--- src/rtl/sync_chain.sv ---
//------------------------------------------------------------------------------
// Module   : sync_chain
// Brief    : Plain shift of synchronous-reset flops for bringing a single-bit
//            asynchronous signal into the clk domain.
// Revision : 1.0
//------------------------------------------------------------------------------
`default_nettype none

module sync_chain #(
    parameter int STAGES = 2
) (
    input  logic clk,
    input  logic reset,
    input  logic d_i,
    output logic q_o
);

    logic [STAGES-1:0] r_sync;

    always_ff @(posedge clk) begin
        if (reset) begin
            r_sync <= '0;
        end else begin
            r_sync <= {r_sync[STAGES-2:0], d_i};
        end
    end

    assign q_o = r_sync[STAGES-1];

endmodule

`default_nettype wire

--- src/rtl/debounce_sync.sv ---
//------------------------------------------------------------------------------
// Module   : debounce_sync
// Brief    : Synchronizes and debounces a bouncy input, producing a clean level
//            with single-cycle rise/fall strobes.
// Revision : 1.0
//------------------------------------------------------------------------------
`default_nettype none

module debounce_sync #(
    parameter int SYNC_STAGES     = 2,
    parameter int DEBOUNCE_CYCLES = 16
) (
    input  logic clk,
    input  logic reset,
    input  logic raw_i,
    output logic level_o,
    output logic rise_o,
    output logic fall_o,
    output logic busy_o
);

    localparam int CNT_W = ($clog2(DEBOUNCE_CYCLES) > 1) ? $clog2(DEBOUNCE_CYCLES) : 1;
    localparam logic [CNT_W-1:0] C_CNT_MAX = CNT_W'(DEBOUNCE_CYCLES - 1);

    logic             w_sync_q;
    logic             w_mismatch;
    logic [CNT_W-1:0] r_cnt;
    logic             r_level;
    logic             r_rise;
    logic             r_fall;

    sync_chain #(
        .STAGES (SYNC_STAGES)
    ) u_sync_chain (
        .clk   (clk),
        .reset (reset),
        .d_i   (raw_i),
        .q_o   (w_sync_q)
    );

    assign w_mismatch = (w_sync_q != r_level);

    always_ff @(posedge clk) begin
        if (reset) begin
            r_cnt   <= '0;
            r_level <= 1'b0;
            r_rise  <= 1'b0;
            r_fall  <= 1'b0;
        end else begin
            r_rise <= 1'b0;
            r_fall <= 1'b0;
            if (!w_mismatch) begin
                r_cnt <= '0;
            end else if (r_cnt == C_CNT_MAX) begin
                // Candidate held long enough: commit it and strobe the direction.
                r_cnt   <= '0;
                r_level <= w_sync_q;
                r_rise  <= w_sync_q;
                r_fall  <= ~w_sync_q;
            end else begin
                r_cnt <= r_cnt + 1'b1;
            end
        end
    end

    assign level_o = r_level;
    assign rise_o  = r_rise;
    assign fall_o  = r_fall;
    assign busy_o  = (r_cnt != '0);

endmodule

`default_nettype wire

--- config.mk ---
export PLATFORM = sky130hd
export DESIGN_NAME = debounce_sync
export DESIGN_NICKNAME = d
export VERILOG_FILES = /design/src/rtl/sync_chain.sv /design/src/rtl/debounce_sync.sv
export SDC_FILE = /design/constraint.sdc
export NUM_CORES = 1
export LEC_CHECK = 0
export CORE_AREA = 2 2 39 41
export DETAILED_ROUTE_END_ITERATION = 8
export DIE_AREA = 0 0 41 43
export GPL_TIMING_DRIVEN = 0
export PLACE_DENSITY = 0.57
export SYNTH_ARGS = -nofsm -noshare
export SYNTH_HDL_FRONTEND = slang
export SYNTH_SLANG_ARGS = --single-unit
--- constraint.sdc ---
create_clock -name clk -period 2.8 [get_ports clk]
set_input_delay 0.42 -clock clk [delete_from_list [all_inputs] [get_ports clk]]
set_output_delay 0.42 -clock clk [all_outputs]
set_load 0.01 [all_outputs]
Word level (Yosys, flattened, before mapping)
Cells that the tools add are included.
- register bits after elaboration: 9
- logic and storage cells: 15
- bitwise logic cells: 3
- add/sub/neg operators: 1
- reduce and logical (&&, ||, !) cells: 4
- eq/ne operators: 2
- operators by type and width (operator ; number):
    $reduce_or 3->1 ; 2
    $add 4x1->4 const B ; 1
    $eq 4x4->1 const B ; 1
    $reduce_bool 4->1 ; 1
    $not 1->1 ; 3
    $reduce_and 2->1 ; 1
    $ne 1x1->1 ; 1

Logic depth before layout (Yosys ltp)
- depth in word-level cells: 3
- depth in mapped cells: 4
- mapped depth without buffers: 4

Hierarchy
Synthesis repeated with hierarchy kept, for this count alone.
- cells, all modules: 32
- area, all modules: 337.8 sq um
- modules (own cells, without submodules) (module ; area each (sq um) ; cells each ; times used ; seq. area each (sq um)):
    debounce_sync ; 285.3 ; 28 ; 1 ; 140.1
    sync_chain ; 52.6 ; 4 ; 1 ; 40.0

Worst setup path before layout
No wires, ideal clock.
- path type: reg2out
- start: register r_cnt[0]
- end: output busy_o
- data arrival time: 0.953 ns
- required time: 2.380 ns
- stages on the path, launching flop included: 4
- path buffers: 0
- slack: 1.427 ns
- cells stage by stage: dfxtp_1 > inv_1 > ha_1 > or3b_2
- longest elaborated chain between the ends: 1
- ends and longest elaborated chain (item ; RTL line ; source):
    start: declaration ; debounce_sync.sv:27 ; logic [CNT_W-1:0] r_cnt;
    start signal: assignment ; debounce_sync.sv:61 ; r_cnt <= r_cnt + 1'b1;
    $reduce_bool 4->1 ; debounce_sync.sv:69 ; assign busy_o = (r_cnt != '0);
    end: declaration ; debounce_sync.sv:19 ; output logic busy_o
Every way passes these cells.

Worst setup path after layout
Same ends and word-level chain as after synthesis.

==> out/metrics.csv <==
stage,metric,value,unit
sta,max-slew violation count,0,
sta,fmax,0.475,GHz
yosys,mapped cell area,338,µm²
clocking,H-tree depth,1,
sta,Final setup viols,0,
layout,Fillers,157,
placed_design,dpl cell area,418,µm²
layout,Finished Cell Area,444,µm²
job,max cap viols,0,
clocking,TritonCTS buffer count,3,
global_routing,total global routing overflow,0,
layout,sequential cell area,180,µm²
layout,"commonest non-fill, non-tap cell in the layout",dfxtp_1,
yosys,Ys Warns,0,
floorplan,Top Ports,7,
clocking,# Post-CTS Setup Buffers,0,
drt,vias,225,
layout,Nets,48,
placed_design,DP HPWL,336,µm
worst_setup_path,CP Class,reg2out,
sta,RSZ-0062 raised after global routing,false,
layout,synth-to-layout area growth,31.5,%
sta,"Period Utilization, post-route",75.2,%
worst_setup_path,Worst Path Arrival,1.69,ns
floorplan,Core Area,0.00138,mm²
clocking,PostCTS Resize Cnt,0,
drt,DRC viols,0,
power_and_ir_drop,PD cells,528,mW/mm²
floorplan,Die W,41,µm
clocking,Longest Clk Path Bufs,2,
clocking,CTS Sinks,9,
drt,1st-iter DRT viols,1,
drt,Initial DRT Pass Iterations,2,
sta,Layout Skew,0.00107,ns
clocking,hold buffer count at CTS,0,
worst_setup_path,WP data required,2.38,ns
placed_design,gpl congestion,0.715,
worst_setup_path,CP Launch Type,flop,
layout,Multi-input gate area,143,µm²
layout,Antenna Cells,0,
yosys,Post-Synthesis Cells,32,
worst_setup_path,Critical Path End Type,primary output,
power_and_ir_drop,Max rail drop VDD,189,µV
clocking,CTS tree,built,
power_and_ir_drop,leakage,0.190,nW
floorplan,Die ar.,0.00176,mm²
floorplan,# rows,14,
floorplan,Initial Util,24.4,%
placed_design,PortBufs,6,
global_routing,initial antenna violation count,0,
yosys,syn_nets,37,
hold_path,HP Class,reg2reg,
sta,setup TNS,0,ns
sta,Final Hold Vio Count,0,
sta,Rel. slew slack,83.4,%
sta,Worst-Margin Slew,0.246,ns
yosys,Post-Syn Area per Cell,10.6,µm²
global_routing,all-layer global routing usage,7.54,%
drt,drt wl/cell,7.53,µm
sta,Final min period,2.11,ns
drt,Routed Antenna Nets,0,
layout,most frequent cells in the layout,"9 x dfxtp_1, 6 x clkdlybuf4s50_1, 4 x inv_1, 4 x nor2_1",
yosys,#FFs+latches synth,9,
global_routing,largest net degree at the start of global routing,7,
global_routing,first-pass GRT wire length,807,µm
status,status,"finished, final reports clean",
yosys,synth unique cells,12,
clocking,CTS root buf,clkbuf_4,
clocking,Clock transition at path regs,0.06,ns
clocking,worst skew pair latency,0.25,ns
worst_setup_path,"critical path fanouts, max",4,
global_routing,vias in the first global route,220,
floorplan,Die Ht,43,µm
drt,final WL,437,µm
drt,Vias/cell,3.88,
layout,layout cells sized above 1,14.3,%
yosys,sequential area share after synthesis,53.3,%
cells in the mapped netlist, drive strengths merged:
| cell type | number | area (µm²) |
|---|---|---|
| xor2 | 3 | 26.3 |
| nor2b | 2 | 12.5 |
| mux2i | 1 | 10.0 |
| nand3 | 3 | 20.0 |
| dfxtp | 9 | 180 |
| nor4b | 2 | 17.5 |
| or3b | 1 | 8.76 |
| and3 | 1 | 7.51 |
| nor2 | 4 | 15.0 |
| inv | 4 | 15.0 |
| ha | 2 | 25.0 |
report_power, final:
part	leakage (nW)	internal [W]	switching (W)
sequential	0.0730	0.000130	0.00000120
clock	0.0150	0.0000546	0.0000403
combinational	0.102	0.00000517	0.00000326
worst max-delay path, stage by stage (launching register included):
cell             delay, ns
dfxtp_1               0.33
inv_1                 0.07
ha_1                  0.13
or3b_2                0.43
clkdlybuf4s50_1       0.48
logic make-up after synthesis:
| kind of cell | count (synthesis) | share of synthesized area [%] |
|---|---|---|
| xor+xnor | 3 | 7.78 |
| fa+ha+maj | 2 | 7.41 |
| buf+inv | 4 | 4.44 |
| flops | 9 | 53.3 |
| mux | 1 | 2.96 |
| simple gates | 13 | 24.1 |
metrics by stage:
stage	worst slack, ns	hold slack [ns]	utilization [%]	cells	power [W]
detailed placement	0.961	0.429	30.2	54	0.000142
global placement	0.968	0.418	30.2	54	0.000142
global route	0.610	0.474	32.1	58	0.000250
finish	0.695	0.442	32.1	58	0.000234
floorplan	1.43	0.414	-	32	0.000137
CTS	0.678	0.443	32.1	58	0.000241
state kept, by name, indices dropped and copies added (netlist names):
register             count
fall_o                   1
level_o                  1
u_sync_chain.r_sync      2
r_cnt                    4
rise_o                   1
layer usage:
layer  track usage [%]  up-vias  routed length, µm
li1                  -      124                  -
met1              7.74       94                228
met2              9.38        7                187
met3              4.71        0                 21
met4              8.00        0                  0
met5                 0        -                  0
layout make-up:
type	instances	area share (%)
tap	16	4.51
sequential	9	40.6
timing repair buffer	6	13.5
multi-input combinational	19	32.1
inverter	4	3.38
clock buffer	4	5.92
final timing paths:
path                                              from  depth (start not counted)                     end  slack (ns)
worst min-delay path            u_sync_chain.r_sync[0]                          1  u_sync_chain.r_sync[1]        0.44
worst max register to register                r_cnt[0]                          3                  fall_o        1.73
worst max-delay path                          r_cnt[0]                          4                  busy_o        0.69
worst min register to register  u_sync_chain.r_sync[0]                          1  u_sync_chain.r_sync[1]        0.44
Note: power is estimated with default switching activity, not from simulation.
